`src/rtl/reg_scoreboard_pkg.sv`:
```
// Shared constants for the GPR write scoreboard: register-file geometry and counter sizing.
package reg_scoreboard_pkg;

  localparam int unsigned NregDefault = 32;
  localparam int unsigned REG_W       = 5;
  localparam int unsigned CntWDefault = 2;

  // Largest value a per-register counter can hold.
  function automatic int unsigned cnt_max(input int unsigned cnt_w);
    return (1 << cnt_w) - 1;
  endfunction

endpackage

```
`src/rtl/reg_scoreboard_dec.sv`:
```
// 5-to-32 one-hot decoder that omits the hard-wired register 0 from its output range.
module reg_scoreboard_dec
  import reg_scoreboard_pkg::*;
#(
  parameter int unsigned NREG = NregDefault
) (
  input  logic             en_i,
  input  logic [REG_W-1:0] idx_i,
  output logic [NREG-1:1]  oh_o
);

  always_comb begin
    oh_o = '0;
    for (int unsigned i = 1; i < NREG; i++) begin
      oh_o[i] = en_i && (idx_i == REG_W'(i));
    end
  end

endmodule

```
`src/rtl/reg_scoreboard.sv`:
```
// Tracks outstanding GPR writes between decode and writeback and interlocks decode on
// RAW hazards or a saturated destination counter.
module reg_scoreboard
  import reg_scoreboard_pkg::*;
#(
  parameter int unsigned NREG  = NregDefault,
  parameter int unsigned CNT_W = CntWDefault
) (
  input  logic             clk,
  input  logic             resetn,
  input  logic             ds_valid,
  input  logic [REG_W-1:0] ds_rs,
  input  logic [REG_W-1:0] ds_rt,
  input  logic             ds_rs_used,
  input  logic             ds_rt_used,
  input  logic             ds_we,
  input  logic [REG_W-1:0] ds_dest,
  input  logic             es_allowin,
  output logic             ds_stall,
  output logic             ds_issue,
  input  logic             ws_valid,
  input  logic             ws_we,
  input  logic [REG_W-1:0] ws_dest,
  input  logic             flush,
  output logic [NREG-1:0]  busy_mask,
  output logic             sb_err
);

  localparam logic [CNT_W-1:0] CntMax = CNT_W'(cnt_max(CNT_W));
  localparam logic [CNT_W-1:0] CntOne = CNT_W'(1);

  logic [NREG-1:0] busy;
  logic [NREG-1:0] sat;
  logic [NREG-1:1] inc_oh;
  logic [NREG-1:1] dec_oh;
  logic [NREG-1:1] uflow;
  logic            hazard;
  logic            err_q, err_d;

  // Register 0 is never tracked, so it can never be busy or saturated.
  assign busy[0] = 1'b0;
  assign sat[0]  = 1'b0;

  always_comb begin
    hazard = (ds_rs_used && (ds_rs != '0) && busy[ds_rs])
          || (ds_rt_used && (ds_rt != '0) && busy[ds_rt])
          || (ds_we      && (ds_dest != '0) && sat[ds_dest]);
    ds_stall = ds_valid && hazard;
    ds_issue = ds_valid && es_allowin && !hazard;
  end

  reg_scoreboard_dec #(
    .NREG (NREG)
  ) u_inc_dec (
    .en_i  (ds_issue && ds_we),
    .idx_i (ds_dest),
    .oh_o  (inc_oh)
  );

  reg_scoreboard_dec #(
    .NREG (NREG)
  ) u_ret_dec (
    .en_i  (ws_valid && ws_we),
    .idx_i (ws_dest),
    .oh_o  (dec_oh)
  );

  for (genvar i = 1; i < NREG; i++) begin : g_cnt
    logic [CNT_W-1:0] cnt_q, cnt_d;
    logic             uflow_c;

    always_comb begin
      cnt_d   = cnt_q;
      uflow_c = 1'b0;
      if (flush) begin
        cnt_d = '0;
      end else if (inc_oh[i] && !dec_oh[i]) begin
        cnt_d = cnt_q + CntOne;
      end else if (dec_oh[i] && !inc_oh[i]) begin
        if (cnt_q == '0) begin
          uflow_c = 1'b1;
        end else begin
          cnt_d = cnt_q - CntOne;
        end
      end
    end

    always_ff @(posedge clk or negedge resetn) begin
      if (!resetn) begin
        cnt_q <= '0;
      end else begin
        cnt_q <= cnt_d;
      end
    end

    assign busy[i]  = (cnt_q != '0);
    assign sat[i]   = (cnt_q == CntMax);
    assign uflow[i] = uflow_c;
  end

  assign err_d = err_q || (|uflow);

  always_ff @(posedge clk or negedge resetn) begin
    if (!resetn) begin
      err_q <= 1'b0;
    end else begin
      err_q <= err_d;
    end
  end

  assign busy_mask = busy;
  assign sb_err    = err_q;

endmodule

```
`config.mk`:
```
export PLATFORM = sky130hd
export DESIGN_NAME = reg_scoreboard
export DESIGN_NICKNAME = d
export VERILOG_FILES = /design/src/rtl/reg_scoreboard_pkg.sv /design/src/rtl/reg_scoreboard_dec.sv /design/src/rtl/reg_scoreboard.sv
export SDC_FILE = /design/constraint.sdc
export NUM_CORES = 1
export LEC_CHECK = 0
export CAP_MARGIN = 10
export CORE_MARGIN = 3
export CORE_UTILIZATION = 62
export CTS_BUF_LIST = sky130_fd_sc_hd__clkbuf_16
export DETAILED_ROUTE_END_ITERATION = 10
export PLACE_DENSITY = 0.9
export SLEW_MARGIN = 25
export SYNTH_ARGS = -nofsm -noshare
export SYNTH_HDL_FRONTEND = slang
export SYNTH_SLANG_ARGS = --single-unit
```
`constraint.sdc`:
```
create_clock -name clk -period 8.8 [get_ports clk]
set_input_delay 1.76 -clock clk [delete_from_list [all_inputs] [get_ports clk]]
set_output_delay 1.76 -clock clk [all_outputs]
set_load 0.02 [all_outputs]
```
==> impl_summary.md, run 1 <==
Synth
The number of distinct library cells after synthesis is between 60 and 70. The synthesized design contains between 60 and 70 register bits. Yosys printed 0 warnings. The average footprint of a synthesized cell is 7.54 um^2.

When the netlist entered floorplanning its net count stood at roughly 740. The share of the Yosys chip area taken by registers is slightly below 30%. Yosys mapped a number of flops with a built-in enable equal to 0. Among all flip-flop cells after synthesis, the most frequent one is sky130_fd_sc_hd__dfrtp_1.

The post-synthesis cell count is roughly 710. The netlist area before placement is 5330 um^2. For this run, asynchronously set or reset flops after synthesis account for 100%.

Pwr
The leakage power is approximately 2.5 nW. The completed layout was analyzed and its total power is 0.758 mW. The total power density per cell area is 121 nW/um^2. IR analysis of the VDD net gives a maximum drop of 0.0000827 V.

GRT
The number of global-route vias before repair was approximately 5900. The number of antenna violations at the first check in global routing is 0. Global routing finished with a remaining overflow of 0. The first global-routing pass estimated roughly 32000 um of wire. Global routing used between 40% and 50% of the available tracks across all layers. Entering global routing, the biggest net connects between 60 and 70 pins.

Clock network
The buffer depth of the longest clock path is 2. The H-tree was split into 3 levels. The buffer count from post-CTS setup fixing is 0.

The clock-pin slew reported for the worst setup and hold paths after clock tree synthesis is 0.06 ns. The cell sitting at the root of the clock tree is a sky130_fd_sc_hd__clkbuf_16. The clock net in this run drives a total of 63 sinks.

The total of hold buffers inserted after clock tree synthesis is 0. The CTS buffer count is 9. The number of resized instances in the post-cts repair step is 0. TritonCTS built the clock tree. The clock latency on the worst-skew pair is approximately 0.33 ns.

Timing
The clock period could shrink to between 7 and 8 ns. For the final routed database, the setup TNS stands at 0 ns. Measured against its own limit, the worst slew margin works out to approximately a quarter. Setup violations remaining at the end of the flow were counted as 0. Clock skew on the completed layout was measured at approximately 0.008 ns. Setup repair after global routing left no endpoint under its margin. The post-route worst setup slack is approximately 1.6 ns.

At the pin with the least slew margin, the transition time is ~1.1 ns. In the finished design, the share of the clock period the worst path needs comes to about four fifths. Timing would allow up to between 100 and 150 MHz. The smallest hold slack is approximately 0.52 ns. The number of failing hold endpoints at the final stage came to 0. The max-slew violation count is 0.

Worst setup path
The signal on the critical path passes through clkdlybuf4s50_1 > mux4_2 > a2111oi_2 > nor4_1 > or4_4 > or2_2 > nor2_1 > clkdlybuf4s50_1. The most numerous cell type found on the critical path is sky130_fd_sc_hd__clkdlybuf4s50_1. The arrival time of the worst setup path is approximately 5.4 ns.

The sort of element at the end of the critical path is an output pin. The largest single stage delay on the critical path is around 0.74 ns. Along the worst path, the maximum fanout reaches 29.

The kind of cell adding the most delay to the critical path is buffers and inverters. The worst setup path is launched from a primary input. The worst endpoint required time is 7.04 ns. The number of buffers and inverters on the critical path is 2. The start-to-end type of the worst setup path is primary input to output pin. The slowest cell on the critical path is sky130_fd_sc_hd__clkdlybuf4s50_1.

Layout
The final-layout fill cell count is ~640. The area occupied by multi-input gates is ~3500 um^2. The area growth from synthesis to final layout is 17.2%. The core occupancy in the finished layout is approximately 75%. The post-route netlist has around 5.5% of its cells at a drive strength greater than 1. The register area is approximately 1600 um^2. Leaving out filler cells and counting taps, the final layout contains roughly 860.

The repair_antennas step left the layout with diodes totalling 0. The final layout net count is between 700 and 800. The cell area after layout is around 6200 um^2.

Placed design
The half-perimeter wire length after detailed placement is ~15000 um. The placer congestion estimate is about 1.2. The post-placement cell count is 847. The number of I/O port buffers is 63. The worst setup slack after placement is around 1.7 ns. The post-placement cell area is 5970 um^2.

Detailed routing
The total number of vias is 6255. In the routed design, unresolved DRC markers number 0. The violation count after the first detailed-route iteration is approximately 880. The per-cell routed wire length is roughly 24 um. The vias per cell is roughly 7.2. The count of nets left with antenna violations once routing finished came out at 0. The length of the first detailed-routing pass in iterations is 6.

The final layout contains routed wiring with a total length of 20300 um.

Die
The floorplan step defined a core boundary enclosing approximately 8300 um^2. During I/O placement, the number of pins put on the boundary was 65. The total number of placement rows is 33. From bottom edge to top edge, the die measures between 90 and 100 um. The overall die width is roughly 99 um.

Once the floorplan was initialized, standard cells occupied around 64% of the core. The die area is between 9000 and 10000 um^2.

Hold path
The min-delay analysis places its worst path in the category flip-flop to flip-flop.

Job
The count of maximum capacitance violations is 0.

Run status
The flow ran to the end, and the final reports show no timing, DRC or antenna violations.
-- placed cells by master, fill, tap and decap left out, drive strengths merged, types with 6 or more instances in the layout --
cell type      count
nor2              73
nand3             16
and2               9
nand2             66
a21oi             63
and3              11
nor4               9
clkdlybuf4s50     61
o21a              21
clkbuf             9
o31ai             10
mux4               9
a2111oi            8
nor3              47
or2               24
nand2b            25
dfrtp             63
o21ai             51
a211oi            45
nor2b              8
inv               37
a21boi             6
-- cells in the mapped netlist (all sizes together) (6+ instances only) --
cell | count | share of area [%]
o31ai | 10 | 1.4
dfrtp | 63 | 30
and2 | 9 | 1.1
a211oi | 45 | 6.3
buf | 7 | 0.89
or2 | 24 | 2.9
nand3 | 16 | 1.5
nor3 | 47 | 4.7
a21boi | 6 | 0.84
nor2b | 8 | 0.94
nor4 | 9 | 1.1
mux4 | 9 | 3.8
nor2 | 73 | 5.1
and3 | 11 | 1.3
a2111oi | 8 | 1.5
clkbuf | 23 | 1.6
a21oi | 63 | 5.9
nand2b | 25 | 2.9
nand2 | 66 | 4.6
o21a | 21 | 3.0
inv | 35 | 2.5
o21ai | 51 | 4.8
-- cell type report --
type | count | share of cell area [%]
flip-flops and latches | 63 | 25.2
inverters | 35 | 2.10
clock buffers | 9 | 3.60
multi-input cells | 579 | 55.9
repair buffers | 65 | 10.2
well taps | 105 | 2.10
clock inverters | 7 | 0.901
-- worst register-to-register path, cell delays in order, from the launching register on --
cell and delay (ns):
sky130_fd_sc_hd__dfrtp_1 0.42, sky130_fd_sc_hd__nor2_1 0.35, sky130_fd_sc_hd__inv_1 0.16, sky130_fd_sc_hd__mux4_2 0.50
sky130_fd_sc_hd__a2111oi_2 0.37, sky130_fd_sc_hd__nor4_1 0.11, sky130_fd_sc_hd__or4_4 0.73, sky130_fd_sc_hd__nor3_2 0.96
sky130_fd_sc_hd__nand2_1 0.36, sky130_fd_sc_hd__o21ai_0 0.51, sky130_fd_sc_hd__o22ai_1 0.16, sky130_fd_sc_hd__o32a_1 0.32
-- power by group --
group / leakage [nW] / internal [mW] / switching [mW]
clock: 0.149 / 0.215 / 0.137
combinational: 1.42 / 0.0369 / 0.0759
sequential: 0.879 / 0.291 / 0.00171
-- metal layers --
layer,vias up,wire [um],GRT usage [%],part of all wire [%]
li1,2734,-,-,-
met2,535,8880,64.0,44
met1,2863,7420,55.3,36
met5,-,0,0,0
met3,123,2770,8.49,14
met4,0,1260,20.8,6.2
-- sequential cells by signal, indices dropped and copies added (netlist names) --
name and flops:
g_cnt.cnt_q 62, sb_err 1
-- final timing paths --
check | startpoint | depth (start not counted) | slack [ns] | to
setup / recovery | ds_rs[0] | 8 | 1.65 | ds_issue
setup reg to reg | g_cnt[5].cnt_q[1]$_DFFE_PN0P_ | 11 | 3.70 | sb_err$_DFF_PN0_
min in group asynchronous | resetn | 2 | 1.62 | g_cnt[21].cnt_q[0]$_DFFE_PN0P_
hold reg to reg | g_cnt[6].cnt_q[0]$_DFFE_PN0P_ | 1 | 0.52 | g_cnt[6].cnt_q[0]$_DFFE_PN0P_
hold / removal | g_cnt[6].cnt_q[0]$_DFFE_PN0P_ | 1 | 0.52 | g_cnt[6].cnt_q[0]$_DFFE_PN0P_
max in group asynchronous | resetn | 2 | 6.61 | g_cnt[7].cnt_q[1]$_DFFE_PN0P_
-- cell families after synthesis --
logic type             synth area share [%]
buffers and inverters                  4.97
AND/OR/NAND/NOR                        30.1
AO/OA/AOI/OAI                          31.0
multiplexers                           3.80
other                                0.0703
XOR/XNOR                              0.493
flip-flops                             29.6
(Power assumes the default switching activity.)
==> run 2: changes to the inputs <==
- CORE_UTILIZATION: 62 -> 52
- PLACE_DENSITY: 0.9 -> 0.8
- clock period: 8.8 -> 6.01 ns (I/O delays scaled with it)
==> run 2 against run 1 <==
  * Sequential power rose by 46%
  * Critical endpoint unchanged
  * Register-to-register slack got worse by 2.2 ns
  * Final cell count increased by 5.0%
  * Critical path type unchanged
==> impl_summary.md, run 2 (synthesis gave the netlist of run 1 again) <==
Run status
The flow ran to the end, and the final reports show no timing, DRC or antenna violations.

Die
The core outline area is 9860 um^2 (+19%). The overall die width came to 107 um (+8.6%). The die area is 11500 um^2 (+18%). The number of ports placed on the die boundary is 65 (unchanged). The total number of placement rows is 36 (+9.1%).

The height of the chip is 107 um (+8.6%). The initial core utilization was 54.1% (-10 points).

Worst setup path
The critical path is of the primary input to output pin type. The worst-path maximum fanout is 10 (-66%). The worst endpoint required time is 4.81 ns (-2.23 ns). The slowest stage of the critical path belongs to the cell sky130_fd_sc_hd__clkdlybuf4s50_1. Walking the worst path, the cells encountered are clkdlybuf4s50_1 > mux4_2 > a211oi_1 > a211oi_1 > or4_4 > or2_2 > nor2_1 > clkdlybuf4s50_1.

The delay of the slowest cell on the worst path is 0.79 ns (+0.05 ns). The startpoint type of the worst setup path is a primary input. The sort of element at the end of the critical path is an output pin. The arrival time of the worst setup path is 4.49 ns (-0.90 ns).

Timing
The number of setup violations in the final report was 0 (unchanged). The share of the clock period used by the worst path is 94.7%. The number of failing hold endpoints at the final stage came to 0 (unchanged). Setup repair after global routing left no endpoint under its margin.

The setup TNS after final layout is 0 ns (unchanged). The clock tree skew after final layout is 0.00413 ns (-0.00407 ns). The relative slew slack was 43.0% (+18 points). The slew at the pin closest to its max-slew limit is 0.855 ns (-0.262 ns). The smallest hold slack was 0.525 ns (+0.00431 ns).

The max-slew violation count was 0 (unchanged). The highest attainable clock frequency is roughly 180 MHz. The final critical path time including I/O delays and setup is between 5 and 6 ns.

GRT
The residual overflow from global routing is 0 (unchanged). The largest net degree at the start of global routing is 64 (unchanged). The number of global-route vias before repair is 6094 (+3.2%).

The number of antenna violations at the first check in global routing was 0 (unchanged). The global routing usage summed across all routing layers is 39.4% (-2.0 points). The global-route wire length before repair is 34000 um (+7.7%).

Detailed routing
The total number of vias is 6344 (+1.4%). The length of the first detailed-routing pass in iterations is 6 (unchanged). The final wirelength is 22200 um (+9.1%). The vias per cell is 7.00 (-3.4%).

The remaining antenna violation count was 0 (unchanged). The violation count after the first detailed-route iteration came to 939 (+6.3%). The number of remaining DRC errors is 0 (unchanged). The per-cell routed wire length came to 24.5 um (+3.9%).

Clock network
The clock latency on the worst-skew pair is 0.34 ns (about the same). The total of hold buffers inserted after clock tree synthesis is 0 (unchanged). The clock-pin slew reported for the worst setup and hold paths after clock tree synthesis came to 0.05 ns (about the same). The buffer depth of the longest clock path is 2 (unchanged).

The cell sitting at the root of the clock tree is a sky130_fd_sc_hd__clkbuf_16. The CTS buffer count came to 9 (unchanged). The number of H-tree levels is 3 (unchanged).

The CTS tree is yes. The buffer count from post-CTS setup fixing is 0 (unchanged). The CTS sink count is 63 (unchanged). The number of resized instances in the post-cts repair step is 0 (unchanged).

Hold path
The path category of the worst min-delay check is flip-flop to flip-flop.

Layout
The final layout net count came to 798 (+1.9%). The most common library cell in the layout ignoring fill and taps is sky130_fd_sc_hd__nor2_1. The area occupied by multi-input gates is 3490 um^2 (unchanged). The register area is 1580 um^2 (unchanged). The share of layout cells above drive strength 1 is 7.24% (+1.7 points). Leaving out fill and tap cells, the most frequent cells in the layout are sky130_fd_sc_hd__nor2_1 (73), sky130_fd_sc_hd__nand2_1 (66), sky130_fd_sc_hd__a21oi_1 (63), sky130_fd_sc_hd__dfrtp_1 (63), sky130_fd_sc_hd__clkdlybuf4s50_1 (61).

Relative to the synthesized area, the layout overhead comes to 20.4%. The number of flip-flops under the largest register name was 62 (unchanged). g_cnt.cnt_q holds more flip-flops than any other register. The final-layout fill cell count is 829 (+30%).

The number of inserted diodes is 0 (unchanged).

Placed design
The half-perimeter wire length after detailed placement came to 17000 um (+10%). The number of I/O port buffers came to 63 (unchanged). The placer congestion estimate is 1.04 (-12%).

Pwr
The maximum vdd drop is 0.000215 V (+160%). The leakage power is 2.53 nW (+3.4%). The total power density per cell area is 180 nW/um^2 (+48%).

Job
The count of maximum capacitance violations is 0 (unchanged).
run 2: cell types whose count changed in the layout (fill, tap and decap cells not counted):
cell	change
sky130_fd_sc_hd__buf_4	+15
sky130_fd_sc_hd__bufinv_16	+1
sky130_fd_sc_hd__clkinv_1	+1
sky130_fd_sc_hd__clkinv_2	-2
run 2: path summary, 6_finish.rpt:
| kind | startpoint | endpoint | slack (ns) | cells past startpoint |
|---|---|---|---|---|
| min in group asynchronous | resetn | g_cnt[29].cnt_q[1]$_DFFE_PN0P_ | 1.05 | 2 |
| setup reg to reg | g_cnt[12].cnt_q[1]$_DFFE_PN0P_ | sb_err$_DFF_PN0_ | 1.50 | 11 |
| max in group asynchronous | resetn | g_cnt[13].cnt_q[0]$_DFFE_PN0P_ | 4.39 | 2 |
| hold / removal | g_cnt[6].cnt_q[0]$_DFFE_PN0P_ | g_cnt[6].cnt_q[0]$_DFFE_PN0P_ | 0.52 | 1 |
| setup / recovery | ds_rt[0] | ds_issue | 0.32 | 8 |
| hold reg to reg | g_cnt[6].cnt_q[0]$_DFFE_PN0P_ | g_cnt[6].cnt_q[0]$_DFFE_PN0P_ | 0.52 | 1 |
run 2: critical path: cells and delay by family:
kind            cells  cell delay [ns]
compound gates      2             0.33
buf+inv             2             1.40
mux                 1             0.56
simple gates        3             0.99
run 2: final cells by class:
type                            count  area share [%]
Sequential cell                    63            24.6
Clock buffer                        9            3.51
Inverter                           35            2.05
Multi-Input combinational cell    579            54.4
Tap cell                          133            2.59
Clock inverter                      7            1.25
Timing Repair Buffer               80            11.7
run 2: per-layer routing:
layer | GRT usage, % | share of wire (%)
met5 | 0 | 0
met2 | 60.8 | 44
met4 | 21.2 | 6.6
met3 | 9.06 | 12
met1 | 51.1 | 38
run 2: report_power, final:
part           total (mW)  internal [mW]  switching [mW]
sequential          0.429          0.427         0.00215
clock               0.549          0.356           0.193
combinational       0.178         0.0602           0.118
total                1.16          0.843           0.313
run 2: stage by stage:
step                      power [mW]  worst slack, ns  utilization [%]  instance area, um^2  std cells
after global routing            1.18            0.147             65.1                 6420        906
after CTS                       1.15            0.330             65.1                 6420        906
after floorplan                0.527             1.01                -                 5330        707
final                           1.16            0.321             65.1                 6420        906
after detailed placement       0.607            0.343             62.0                 6120        890
after global placement         0.606            0.349             62.0                 6110        890
==> run 3: changes to the inputs <==
- MAX_ROUTING_LAYER: not set -> met4
==> run 3 against run 2 <==
  * Sequential share of layout area barely moved
  * Count of clock-buffer cells in the layout unchanged
  * Final cell count is 0.11% higher
  * Largest cell class unchanged
  * Wire length shrank 1.4%
  * Sequential power about the same
  * Register-to-register slack worse by 0.04 ns
  * Fmax is 0.56% higher
  * Global-route usage increased by 0.51 points
  * Clock skew grew 0.0060 ns
  * Non-clock buffer count grew 1
  * Power up 0.63%
  * Via count is 0.90% lower
==> impl_summary.md, run 3 (synthesis gave the netlist of run 1 again) <==
Worst setup path
Walking the worst path, the cells encountered are clkdlybuf4s50_1 > mux4_2 > a211oi_1 > a211oi_1 > or4_4 > or2_2 > nor2_1 > clkdlybuf4s50_1. The start-to-end type of the worst setup path is primary input to output pin. The worst endpoint required time is 4.81 ns (about the same). The number of buffers and inverters on the critical path is 2 (unchanged). The kind of cell adding the most delay to the critical path is buffers and inverters. The slowest stage of the critical path is the sky130_fd_sc_hd__clkdlybuf4s50_1 cell.

The startpoint type of the worst setup path is a primary input. STA classifies the critical path endpoint as an output pin. The arrival time of the worst setup path is 4.45 ns (-0.04 ns). The delay of the slowest cell on the worst path came to 0.75 ns (-0.04 ns). The worst-path maximum fanout came to 10 (unchanged).

Clock network
The buffer depth of the longest clock path is 2 (unchanged). The CTS buffer count is 9 (unchanged). The total of hold buffers inserted after clock tree synthesis is 0 (unchanged). The CTS sink count is 63 (unchanged). The clock-pin slew reported for the worst setup and hold paths after clock tree synthesis is 0.05 ns (about the same). The CTS root buffer is sky130_fd_sc_hd__clkbuf_16. The number of resized instances in the post-cts repair step is 0 (unchanged).

The clock latency on the worst-skew pair is 0.35 ns (about the same). The number of H-tree levels was 3 (unchanged). The buffer count from post-CTS setup fixing is 0 (unchanged). The CTS tree is yes.

Pwr
The share of total power in the clock network came to 47.8% (+0.3 points). The leakage power is 2.54 nW (+0.20%). The maximum vdd drop is 0.000193 V (-10%). The fraction of power spent switching nets was 27.5% (+0.41 points). The part of the power in registers is 36.9% (-0.2 points).

The total power density per cell area is 181 nW/um^2 (+0.51%). The cell-internal power is 0.843 mW (about the same). The switching power summed over all nets is 0.320 mW (+2.2%). The share of total power in combinational logic is 15.2% (-0.2 points).

Detailed routing
The remaining antenna violation count is 0 (unchanged). The final wirelength was 21900 um (-1.4%). The per-cell routed wire length is 24.1 um (-1.5%).

The violation count after the first detailed-route iteration is 775 (-17%). The length of the first detailed-routing pass in iterations came to 7 (+1). The vias per cell was 6.93 (-1.0%). The total number of vias is 6287 (-0.90%). The number of remaining DRC errors is 0 (unchanged).

Layout
The top cell types in the final layout, fill and taps aside, are sky130_fd_sc_hd__nor2_1 (73), sky130_fd_sc_hd__nand2_1 (66), sky130_fd_sc_hd__a21oi_1 (63), sky130_fd_sc_hd__dfrtp_1 (63), sky130_fd_sc_hd__clkdlybuf4s50_1 (61). The most common library cell in the layout ignoring fill and taps is sky130_fd_sc_hd__nor2_1. The register bank with the most flops is g_cnt.cnt_q. The number of inserted diodes is 0 (unchanged). The number of flip-flops under the largest register name is 62 (unchanged). The share of layout cells above drive strength 1 is 7.36% (+0.12 points). The area growth from synthesis to final layout is 20.6%.

The final layout net count is 799 (+0.13%).

Timing
The share of the clock period used by the worst path is 94.1% (-0.53 points). The number of failing hold endpoints at the final stage was 0 (unchanged). The post-route worst setup slack is 0.353 ns (+0.0318 ns). The number of setup violations in the final report is 0 (unchanged). The clock tree skew after final layout is 0.0101 ns (+0.00601 ns). The slew at the pin closest to its max-slew limit is 0.847 ns (-0.00794 ns). The setup TNS after final layout was 0 ns (unchanged). Setup repair after global routing left no endpoint under its margin. The highest attainable clock frequency is 177 MHz (+0.56%).

The max-slew violation count is 0 (unchanged). The final critical path time including I/O delays and setup is 5.66 ns (-0.0318 ns). The relative slew slack is 43.5% (+0.53 points).

GRT
The global routing usage summed across all routing layers is 39.9% (+0.51 points). The number of antenna violations at the first check in global routing is 0 (unchanged). The largest net degree at the start of global routing is 64 (unchanged). The residual overflow from global routing came to 0 (unchanged).

The number of global-route vias before repair is 5944 (-2.5%). The global-route wire length before repair is 33500 um (-1.5%).

Die
The total number of placement rows is 36 (unchanged). The core outline area is 9860 um^2 (unchanged). The overall die width came to 107 um (unchanged). The number of ports placed on the die boundary is 65 (unchanged). The initial core utilization is 54.1% (unchanged).

The height of the chip was 107 um (unchanged). The die area is 11500 um^2 (unchanged).

Placed design
The worst setup slack after placement is 0.368 ns (+0.0250 ns). The number of I/O port buffers is 63 (unchanged). The half-perimeter wire length after detailed placement is 16800 um (-0.99%).

The placer congestion estimate is 1.11 (+6.4%).

Job
The count of maximum capacitance violations is 0 (unchanged).

Run status
The run finished with clean final reports.

Hold path
The path category of the worst min-delay check is flip-flop to flip-flop.
## run 3: changes by cell type in the layout (fill, tap and decap cells not counted), sizes merged
cell,change
buf,+1
## run 3: per-layer routing
layer	routed length, um	vias to the layer above	part of all wire, %	global-route usage [%]
li1	-	2776	-	-
met1	8590	2965	39	51.6
met2	9450	462	43	58.1
met3	2610	84	12	8.70
met4	1220	0	5.6	22.2
met5	0	-	0	-
## run 3: path summary, 6_finish.rpt
check                                            endpoint  slack [ns]                      startpoint  depth (start not counted)
setup / recovery                                 ds_issue        0.35                        ds_rt[0]                          8
hold / removal             g_cnt[21].cnt_q[0]$_DFFE_PN0P_        0.52  g_cnt[21].cnt_q[0]$_DFFE_PN0P_                          1
setup reg to reg                         sb_err$_DFF_PN0_        1.46   g_cnt[5].cnt_q[1]$_DFFE_PN0P_                         12
hold reg to reg            g_cnt[21].cnt_q[0]$_DFFE_PN0P_        0.52  g_cnt[21].cnt_q[0]$_DFFE_PN0P_                          1
max in group asynchronous  g_cnt[15].cnt_q[0]$_DFFE_PN0P_        4.41                          resetn                          2
min in group asynchronous  g_cnt[31].cnt_q[0]$_DFFE_PN0P_        1.04                          resetn                          2
## run 3: area by class of cell
type / count / area, um^2
Tap cell: 133 / 166
Multi-Input combinational cell: 579 / 3490
Clock buffer: 9 / 225
Clock inverter: 7 / 80.1
Sequential cell: 63 / 1580
Timing Repair Buffer: 81 / 758
Fill cell: 808 / 3440
Inverter: 35 / 131
## run 3: through the flow
| stage | util (%) | instance area (um^2) | cells | total power, mW | hold WS [ns] |
|---|---|---|---|---|---|
| after CTS | 65.2 | 6430 | 907 | 1.16 | 0.516 |
| after floorplan | - | 5330 | 707 | 0.527 | 0.467 |
| after global routing | 65.2 | 6430 | 907 | 1.19 | 0.543 |
| final | 65.2 | 6430 | 907 | 1.16 | 0.519 |
| after global placement | 62.0 | 6120 | 891 | 0.605 | 0.487 |
| after detailed placement | 62.1 | 6120 | 891 | 0.606 | 0.502 |
## run 3: power by group through the flow
stage / Combinational, mW / Clock (mW) / Sequential [mW]
detailed placement: 0.169 / 0 / 0.437
CTS: 0.171 / 0.560 / 0.429
global route: 0.187 / 0.576 / 0.429
floorplan: 0.0897 / 0 / 0.437
global placement: 0.169 / 0 / 0.437
finish: 0.177 / 0.556 / 0.430
## run 3: worst register-to-register path: stages, from the launching register on
cell                        delay (ns)
sky130_fd_sc_hd__dfrtp_1          0.44
sky130_fd_sc_hd__nor2_1           0.26
sky130_fd_sc_hd__inv_1            0.11
sky130_fd_sc_hd__mux4_2           0.49
sky130_fd_sc_hd__a2111oi_2        0.36
sky130_fd_sc_hd__nor4_1           0.12
sky130_fd_sc_hd__or4_4            0.59
sky130_fd_sc_hd__buf_4            0.27
sky130_fd_sc_hd__o31ai_1          0.43
sky130_fd_sc_hd__o22ai_1          0.16
sky130_fd_sc_hd__nor4_1           0.56
sky130_fd_sc_hd__nand4_1          0.24
sky130_fd_sc_hd__o32a_1           0.39
